$ cat src/rtl/packed_data_reader.sv
// ============================================================================
// packed_data_reader
//
// Purpose:
//   Read side of the packed-array path. Takes a DEPTH x WIDTH packed array in
//   one load beat, keeps a registered snapshot of it, and streams the entries
//   out in ascending index order, one per cycle, over a valid/ready handshake.
//   Handles consumer back-pressure, frame abort, and keeps a wrapping 8-bit
//   count of frames that completed normally.
//
// Parameters:
//   DEPTH  entries per frame (>= 2, any value)
//   WIDTH  bits per entry (>= 1)
//   IDXW   derived index width, $clog2(DEPTH); not meant to be overridden
//
// Ports:
//   clk          rising-edge clock
//   rst_n        asynchronous active-low reset
//   load_valid   a snapshot is offered on load_data
//   load_ready   block can accept a snapshot (IDLE and out of reset)
//   load_data    packed array; entry i = load_data[i*WIDTH +: WIDTH]
//   abort        cancel the frame in progress
//   out_valid    out_data / out_index / out_last are valid
//   out_ready    consumer accepts the current entry
//   out_data     current entry
//   out_index    index of the current entry
//   out_last     current entry is the final one (index DEPTH-1)
//   busy         a frame is in progress
//   frames_done  completed-frame count, wraps 255 -> 0
//   out_parity   even parity of out_data, 0 when idle
//                (only present when READER_PARITY_EN is defined)
//
// Build option:
//   READER_PARITY_EN  adds the out_parity port and its XOR reduction.
// ============================================================================
module packed_data_reader #(
    parameter  int DEPTH = 16,
    parameter  int WIDTH = 9,
    localparam int IDXW  = $clog2(DEPTH)
) (
    input  logic                   clk,
    input  logic                   rst_n,
    input  logic                   load_valid,
    output logic                   load_ready,
    input  logic [DEPTH*WIDTH-1:0] load_data,
    input  logic                   abort,
    output logic                   out_valid,
    input  logic                   out_ready,
    output logic [WIDTH-1:0]       out_data,
    output logic [IDXW-1:0]        out_index,
    output logic                   out_last,
    output logic                   busy,
    output logic [7:0]             frames_done
`ifdef READER_PARITY_EN
    ,
    output logic                   out_parity
`endif
);

    typedef enum logic {
        IDLE,
        STREAM
    } state_t;

    localparam logic [IDXW-1:0] LAST_IDX = IDXW'(DEPTH - 1);

    state_t                       state_q;
    state_t                       state_d;
    logic [IDXW-1:0]              idx_q;
    logic [IDXW-1:0]              idx_d;
    logic [DEPTH-1:0][WIDTH-1:0]  shadow_q;
    logic [7:0]                   frames_done_q;
    logic                         ready_en_q;
    logic                         shadow_we;
    logic                         frame_done;
    logic                         at_last;
    logic                         streaming;
    logic [WIDTH-1:0]             entry_sel;

    // Current entry and end-of-frame decode, from registered state only so
    // nothing on the input side reaches the outputs combinationally.
    assign streaming = (state_q == STREAM);
    assign at_last   = (idx_q == LAST_IDX);
    assign entry_sel = shadow_q[idx_q];

    // Next-state logic. A load is taken only from IDLE; in STREAM an abort
    // wins over any transfer in the same cycle, so an aborted final entry is
    // never counted as a finished frame.
    always_comb begin
        state_d    = state_q;
        idx_d      = idx_q;
        shadow_we  = 1'b0;
        frame_done = 1'b0;
        unique case (state_q)
            IDLE: begin
                if (load_valid && load_ready) begin
                    state_d   = STREAM;
                    idx_d     = '0;
                    shadow_we = 1'b1;
                end
            end
            STREAM: begin
                if (abort) begin
                    state_d = IDLE;
                end else if (out_ready) begin
                    if (at_last) begin
                        state_d    = IDLE;
                        frame_done = 1'b1;
                    end else begin
                        idx_d = idx_q + 1'b1;
                    end
                end
            end
        endcase
    end

    // State and index registers.
    always_ff @(posedge clk or negedge rst_n) begin
        if (!rst_n) begin
            state_q <= IDLE;
            idx_q   <= '0;
        end else begin
            state_q <= state_d;
            idx_q   <= idx_d;
        end
    end

    // load_ready must stay low through reset and rise only once the first
    // clock after deassertion has been seen; this flag provides that.
    always_ff @(posedge clk or negedge rst_n) begin
        if (!rst_n) begin
            ready_en_q <= 1'b0;
        end else begin
            ready_en_q <= 1'b1;
        end
    end

    // Snapshot register: written only when a load is accepted, so later
    // changes on load_data cannot disturb the frame being streamed.
    always_ff @(posedge clk or negedge rst_n) begin
        if (!rst_n) begin
            shadow_q <= '0;
        end else if (shadow_we) begin
            shadow_q <= load_data;
        end
    end

    // Completed-frame counter; natural 8-bit wrap.
    always_ff @(posedge clk or negedge rst_n) begin
        if (!rst_n) begin
            frames_done_q <= '0;
        end else if (frame_done) begin
            frames_done_q <= frames_done_q + 8'd1;
        end
    end

    // Outputs are forced to zero outside STREAM so idle leftovers of the
    // previous frame never appear on the bus.
    assign load_ready  = ready_en_q && (state_q == IDLE);
    assign busy        = streaming;
    assign out_valid   = streaming;
    assign out_data    = streaming ? entry_sel : '0;
    assign out_index   = streaming ? idx_q : '0;
    assign out_last    = streaming && at_last;
    assign frames_done = frames_done_q;

`ifdef READER_PARITY_EN
    // Even parity over the visible entry; zero while idle because out_data is.
    assign out_parity = ^out_data;
`endif

endmodule

$ cat config.mk
export PLATFORM = sky130hd
export DESIGN_NAME = packed_data_reader
export DESIGN_NICKNAME = d
export VERILOG_FILES = /design/src/rtl/packed_data_reader.sv
export SDC_FILE = /design/constraint.sdc
export NUM_CORES = 1
export LEC_CHECK = 0
export BUFFER_PORTS_ARGS = -buffer_cell sky130_fd_sc_hd__buf_2
export CORE_ASPECT_RATIO = 0.9
export CORE_MARGIN = 3
export CORE_UTILIZATION = 54
export DETAILED_ROUTE_END_ITERATION = 8
export HOLD_SLACK_MARGIN = 0.03
export PLACE_DENSITY = 0.8
export SETUP_SLACK_MARGIN = 0.05
export SKIP_LAST_GASP = 1
export SYNTH_ARGS = -nofsm -noshare
export SYNTH_HDL_FRONTEND = slang
export SYNTH_SLANG_ARGS = --single-unit
$ cat constraint.sdc
create_clock -name clk -period 2 [get_ports clk]
set_input_delay 0 -clock clk [delete_from_list [all_inputs] [get_ports clk]]
set_output_delay 0 -clock clk [all_outputs]
set_load 0.02 [all_outputs]
Word level (Yosys, flattened, before mapping)
Cells that the tools add are included.
- register bits: 158
- latch bits: 0
- RAM bits: 0
- bits in read-only memories: 0
- output and inout port bits: 25
- memories kept: 0
- $add $sub $neg: 2
- multiply operators: 0
- div/mod/pow operators: 0
- order comparisons: 1
- equality and inequality tests: 5
- shift-type cells: 0
- multiplexer cells: 19
- bitwise operators: 1
- reduce and logical (&&, ||, !) cells: 4
- operator list (operator ; number):
    binary-select mux 9 bit (select 4 bit) ; 1
    two-way mux 4 bit ; 5
    two-way mux 9 bit ; 2
    two-way mux 1 bit ; 9
    adder 8 x 1 -> 8 bit, second input constant ; 1
    inequality test 2 bit, second input constant ; 4
    one-hot mux 4 bit (2 select lines) ; 1
    < comparator 4 x 5 -> 1 bit, second input constant ; 1
    adder 4 x 1 -> 4 bit, second input constant ; 1
    equality test 4 bit, second input constant ; 1
    AND reduction 4 bit ; 1
    logical AND 1 bit ; 3
    one-hot mux 1 bit (2 select lines) ; 1
    NOT 1 bit ; 1

Longest topological paths before layout
- depth after elaboration: 5
- gate-level depth with buffers: 7
- depth with buffers taken out: 5

Least setup slack after synthesis
No wires, ideal clock.
- path type: register to register
- from: register state_q, in the netlist busy
- to: register shadow_q[100] (netlist name)
- setup time: 125 ps
- arrival: 1476 ps
- slack: 399 ps
- stages on the path, launching flop included: 6
- buffers on the path: 3
- period minus slack after synthesis: 1601 ps
- cell sequence: dfrtp_1 -> and3b_1 -> buf_2 -> buf_6 -> buf_6 -> mux2_4
- word-level cells in the longest chain between the ends: 5
- ends and longest elaborated chain (element ; RTL line ; RTL):
    start, declared ; 67 ; state_t state_q;
    start signal, assigned ; 123 ; state_q <= state_d;
    NOT 1 bit ; -- ;
    logical AND 1 bit ; 159 ; assign load_ready = ready_en_q && (state_q == IDLE);
    logical AND 1 bit ; 96 ; if (load_valid && load_ready) begin
    two-way mux 1 bit ; 96 ;
    two-way mux 1 bit (*) ; 94 ; unique case (state_q)
    end signal, assigned ; 144 ; shadow_q <= load_data;
    end, declared ; 71 ; logic [DEPTH-1:0][WIDTH-1:0] shadow_q;
Mark *: on every way between the ends. The rest lies on a longest branch, timed or not.
A chain may end at the register's enable or synchronous reset.

Worst setup path after layout
- from: register idx_q[0]
- to: output port out_data[8]
- word-level cells in the longest chain between the ends: 3
- ends and longest elaborated chain (element ; RTL line ; RTL):
    start, declared ; 69 ; logic [IDXW-1:0] idx_q;
    start signal, assigned ; 124 ; idx_q <= idx_d;
    binary-select mux 9 bit (select 4 bit) ; 84 ; assign entry_sel = shadow_q[idx_q];
    two-way mux 9 bit (not written as such) ; 84 ;
    two-way mux 9 bit ; 162 ; assign out_data = streaming ? entry_sel : '0;
    end, declared ; 49 ; output logic [WIDTH-1:0] out_data,
No other way between the ends. The select of a mux whose other input is x is not followed.

==> summary.md <==
| Metric | Value |
|---|---|
| Drc violations | 0 |
| Switching fraction of total power | 27.70% |
| Fraction of registers with async set/reset | 100.0% |
| Final worst setup slack | -203.7 ps |
| Clk Tree Root Cell | sky130_fd_sc_hd__clkbuf_16 |
| Run status | finished, violations left |
| Top-level I/O count | 174 |
| Total power consumption of the routed design | 10.28 mW |
| Proportion of synthesized area in mux cells | 36.05% |
| Timing-limited maximum frequency | 453.8 MHz |
| Cell Pwr Density | 944.3 mW/mm^2 |
| Maximum number of pins on one net before global-route repair | 67 |
| Sinks on Clock Net | 158 |
| Area taken by multi-input logic gates | 0.003426 mm^2 |
| Height of the die | 118.6 um |
| Via density per instance | 5.458 |
| Fraction of the cycle the final worst path needs | 110.2% |
| Via count of the first global-routing pass | 6190 |
| Slew at the pin with the worst max-slew slack | 625.9 ps |
| Portion of synthesized cell area occupied by the leading cell type | 51.99% |
| Total negative setup slack | -1447 ps |
| Row count | 40 |
| Final Hold Viols | 0 |
| Area share of xor/xnor cells in the synthesized design | 1.037% |
| Cell types occupying the most area after synthesis | sky130_fd_sc_hd__dfrtp_1 (52%), sky130_fd_sc_hd__mux2_4 (12%), sky130_fd_sc_hd__mux2_2 (9.6%), sky130_fd_sc_hd__mux2i_1 (4.2%), sky130_fd_sc_hd__mux4_1 (4.1%) |
| Final count of negative-setup-slack endpoints | 9 |
| Maximum number of buffers from clock root to sink | 2 |
| Post-synthesis share of cell area spent on full adders, half adders and majority gates | 0.3291% |
| Count of maximum capacitance violations | 0 |
| Port Buffer Count | 173 |
| Sum of net half-perimeters after detailed placement | 12.66 mm |
| Seq cells post-synth | 158 |
| Final weighted congestion in routability-driven placement | 0.8718 |
| Sequential share of power | 41.9% |
| Total via count after detailed routing | 5584 |
| Nature of the critical path endpoint | primary output |
| Unrepaired setup endpoints after global routing | yes |
| Clock-pin transition on the worst setup and hold timing paths | 60 ps |
| Post-synthesis compound-gate area fraction | 3.258% |
| Clock tree from TritonCTS | done |
| Post-synthesis instance area | 0.007605 mm^2 |
| VDD IR-drop max | 0.9134 mV |
| Final-layout worst hold slack | 55.79 ps |
| Initial antenna violation count | 2 |
| Critical path fanouts, max | 8 |
| Main combinational cell family by area after synthesis | multiplexers |
| Synth area leader | sky130_fd_sc_hd__dfrtp_1 |
| Initial core utilization | 56.07% |
| Final period demand of the worst path | 2204 ps |
| Total wirelength of the detailed-routed design | 21.73 mm |
| Worst hold-check path type | in2async |
| Post-Place Worst Slack | 75.92 ps |
| Count of final max-slew check failures | 0 |
| Count of nets left with antenna violations after detail routing | 0 |
| Die extent in x | 131.1 um |
| Most common cell in the netlist | sky130_fd_sc_hd__dfrtp_1 |
| Number of detailed-routing iterations run before antenna repair | 4 |
| Critical setup path kind | reg2out |
| Register cell area after layout | 0.003958 mm^2 |
| Synth-to-layout area growth | 43.09% |
| Die Area | 0.01554 mm^2 |
| Synthesized net count | 639 |
| Internal power summed over all cells | 7.429 mW |
| Number of H-tree levels | 4 |
| Nets | 970 |
| Wire length of the first global-routing pass | 33.88 mm |
| Synthesized-area fraction occupied by and/or/nand/nor cells | 3.274% |
| Switching component of the power | 2.847 mW |
| Relative contribution of combinational cells to total power | 27.2% |
| Share of the yosys chip area belonging to registers | 51.99% |
| Violations in the final reports | negative setup slack |
| Clock network fraction of total power | 30.8% |
| Cell count after synthesis | 488 |
| Yosys cell types | 39 |
| Detailed router's first-iteration violation count | 364 |
| Worst EP required | 2000 ps |
| Number of enable-type register cells in the synthesized netlist | 0 |
| Data arrival, critical path | 2200 ps |
| GR Overflow Total | 0 |
| Fillers | 725 |
| Yosys warnings | 0 |
| Relative slew slack | 58.08% |
| Area of the core | 0.01356 mm^2 |
| Worst setup SP type | flop |
| Leak pwr | 4.884 nW |
| Most used flip-flop cell after synthesis | sky130_fd_sc_hd__dfrtp_1 |
| Clock latency on the worst-skew pair | 430 ps |
| Number of clock buffers inserted by TritonCTS | 17 |
| Syn avg cell area | 15.58 um^2 |
| Top cells by count, synth | sky130_fd_sc_hd__dfrtp_1 (158), sky130_fd_sc_hd__mux2_2 (65), sky130_fd_sc_hd__mux2_4 (60) |
| Worst Skew | 7.000 ps |
| WL per Instance | 21.24 um |
| Fraction of layout cells with a size suffix above 1 | 47.84% |
| Gr usage total | 29.06% |
## metal layers
metal	up-vias	track usage, %	share of wire, %
met2	215	46.80	51
li1	2483	-	-
met1	2847	37.15	40
met3	39	7.953	6.6
met4	0	11.38	3.0
met5	-	0	0
## cell families after synthesis
kind of cell	after synthesis
buffers and inverters	36
and+or+nand+nor	45
AOI/OAI and AO/OA	37
adders and majority gates	2
other	1
DFF	158
muxes	200
xor gates and xnor gates	9
## final cells by class
cell class / count / share of cell area, %
tap: 189 / 2.173
inverter: 3 / 0.1035
sequential: 158 / 36.37
clock inverter: 11 / 1.081
timing repair buffer: 345 / 24.61
multi-input combinational: 294 / 31.48
antenna: 2 / 0.04599
clock buffer: 21 / 4.139
## state kept, by name, indices dropped and copies added, names as in the netlist
signal and flops:
frames_done 8, shadow_q 144, idx_q 4, ready_en_q 1, busy 1
## power by group through the flow
stage	Combinational [mW]	Sequential [mW]	Clock, mW
final	2.80	4.31	3.17
after global routing	3.00	4.37	3.35
after CTS	2.69	4.26	3.19
after detailed placement	2.26	4.30	0
after global placement	2.19	4.27	0
after floorplan	1.76	4.12	0
## what timing repair did
| item | in CTS | in global routing |
|---|---|---|
| pin swaps | 4 | 7 |
| cloned | 1 | 1 |
| setup buffers | 5 | 2 |
| resized for setup | 25 | 26 |
| hold buffers | 147 | 0 |
| endpoints found under the hold margin | 304 | 0 |
| endpoints found under the setup margin | 9 | 15 |
## worst max-delay path, stage by stage (launching register included)
cell,delay [ps]
sky130_fd_sc_hd__dfrtp_4,550
sky130_fd_sc_hd__buf_6,170
sky130_fd_sc_hd__buf_6,110
sky130_fd_sc_hd__mux4_2,480
sky130_fd_sc_hd__mux2i_1,160
sky130_fd_sc_hd__o21ai_1,120
sky130_fd_sc_hd__buf_4,170
## worst paths after layout
| path | from | endpoint | slack [ps] | cells past startpoint |
|---|---|---|---|---|
| worst min register to register | shadow_q[40] | shadow_q[40] | 490 | 1 |
| worst max register to register | idx_q[0] | busy | 30 | 5 |
| worst max-delay path | idx_q[0] | out_data[8] | -200 | 6 |
| max in group asynchronous | rst_n | shadow_q[23] | 1220 | 3 |
| min in group clk | out_ready | idx_q[3] | 140 | 5 |
| worst min-delay path | rst_n | frames_done[5] | 60 | 2 |
## per-stage QoR
step	instance area, um^2	cells	utilization [%]
global route	10880	1023	80.23
detailed placement	8630	834	63.63
finish	10880	1023	80.23
floorplan	7605	488	-
CTS	10800	1019	79.59
global placement	8630	834	63.63
## placed cells by master (no fill, tap or decap), drive strengths merged
| cell type | count |
|---|---|
| clkbuf | 22 |
| mux2i | 32 |
| mux4 | 23 |
| a221oi | 5 |
| ha | 2 |
| nand3 | 7 |
| dlygate4sd3 | 147 |
| and3 | 1 |
| xor2 | 3 |
| clkinvlp | 5 |
| xnor2 | 6 |
| diode | 2 |
| and3b | 1 |
| conb | 1 |
| nor2 | 4 |
| buf | 197 |
| and2 | 4 |
| a22oi | 8 |
| dfrtp | 158 |
| inv | 3 |
| clkinv | 4 |
| a22o | 2 |
| nand2b | 5 |
| nand4 | 6 |
| and4 | 1 |
| mux2 | 145 |
| o21ai | 14 |
| bufinv | 2 |
| a21oi | 4 |
| a31o | 1 |
| nor3 | 1 |
| a211oi | 3 |
| nand2 | 10 |
| nor2b | 5 |
(Power assumes the default switching activity.)
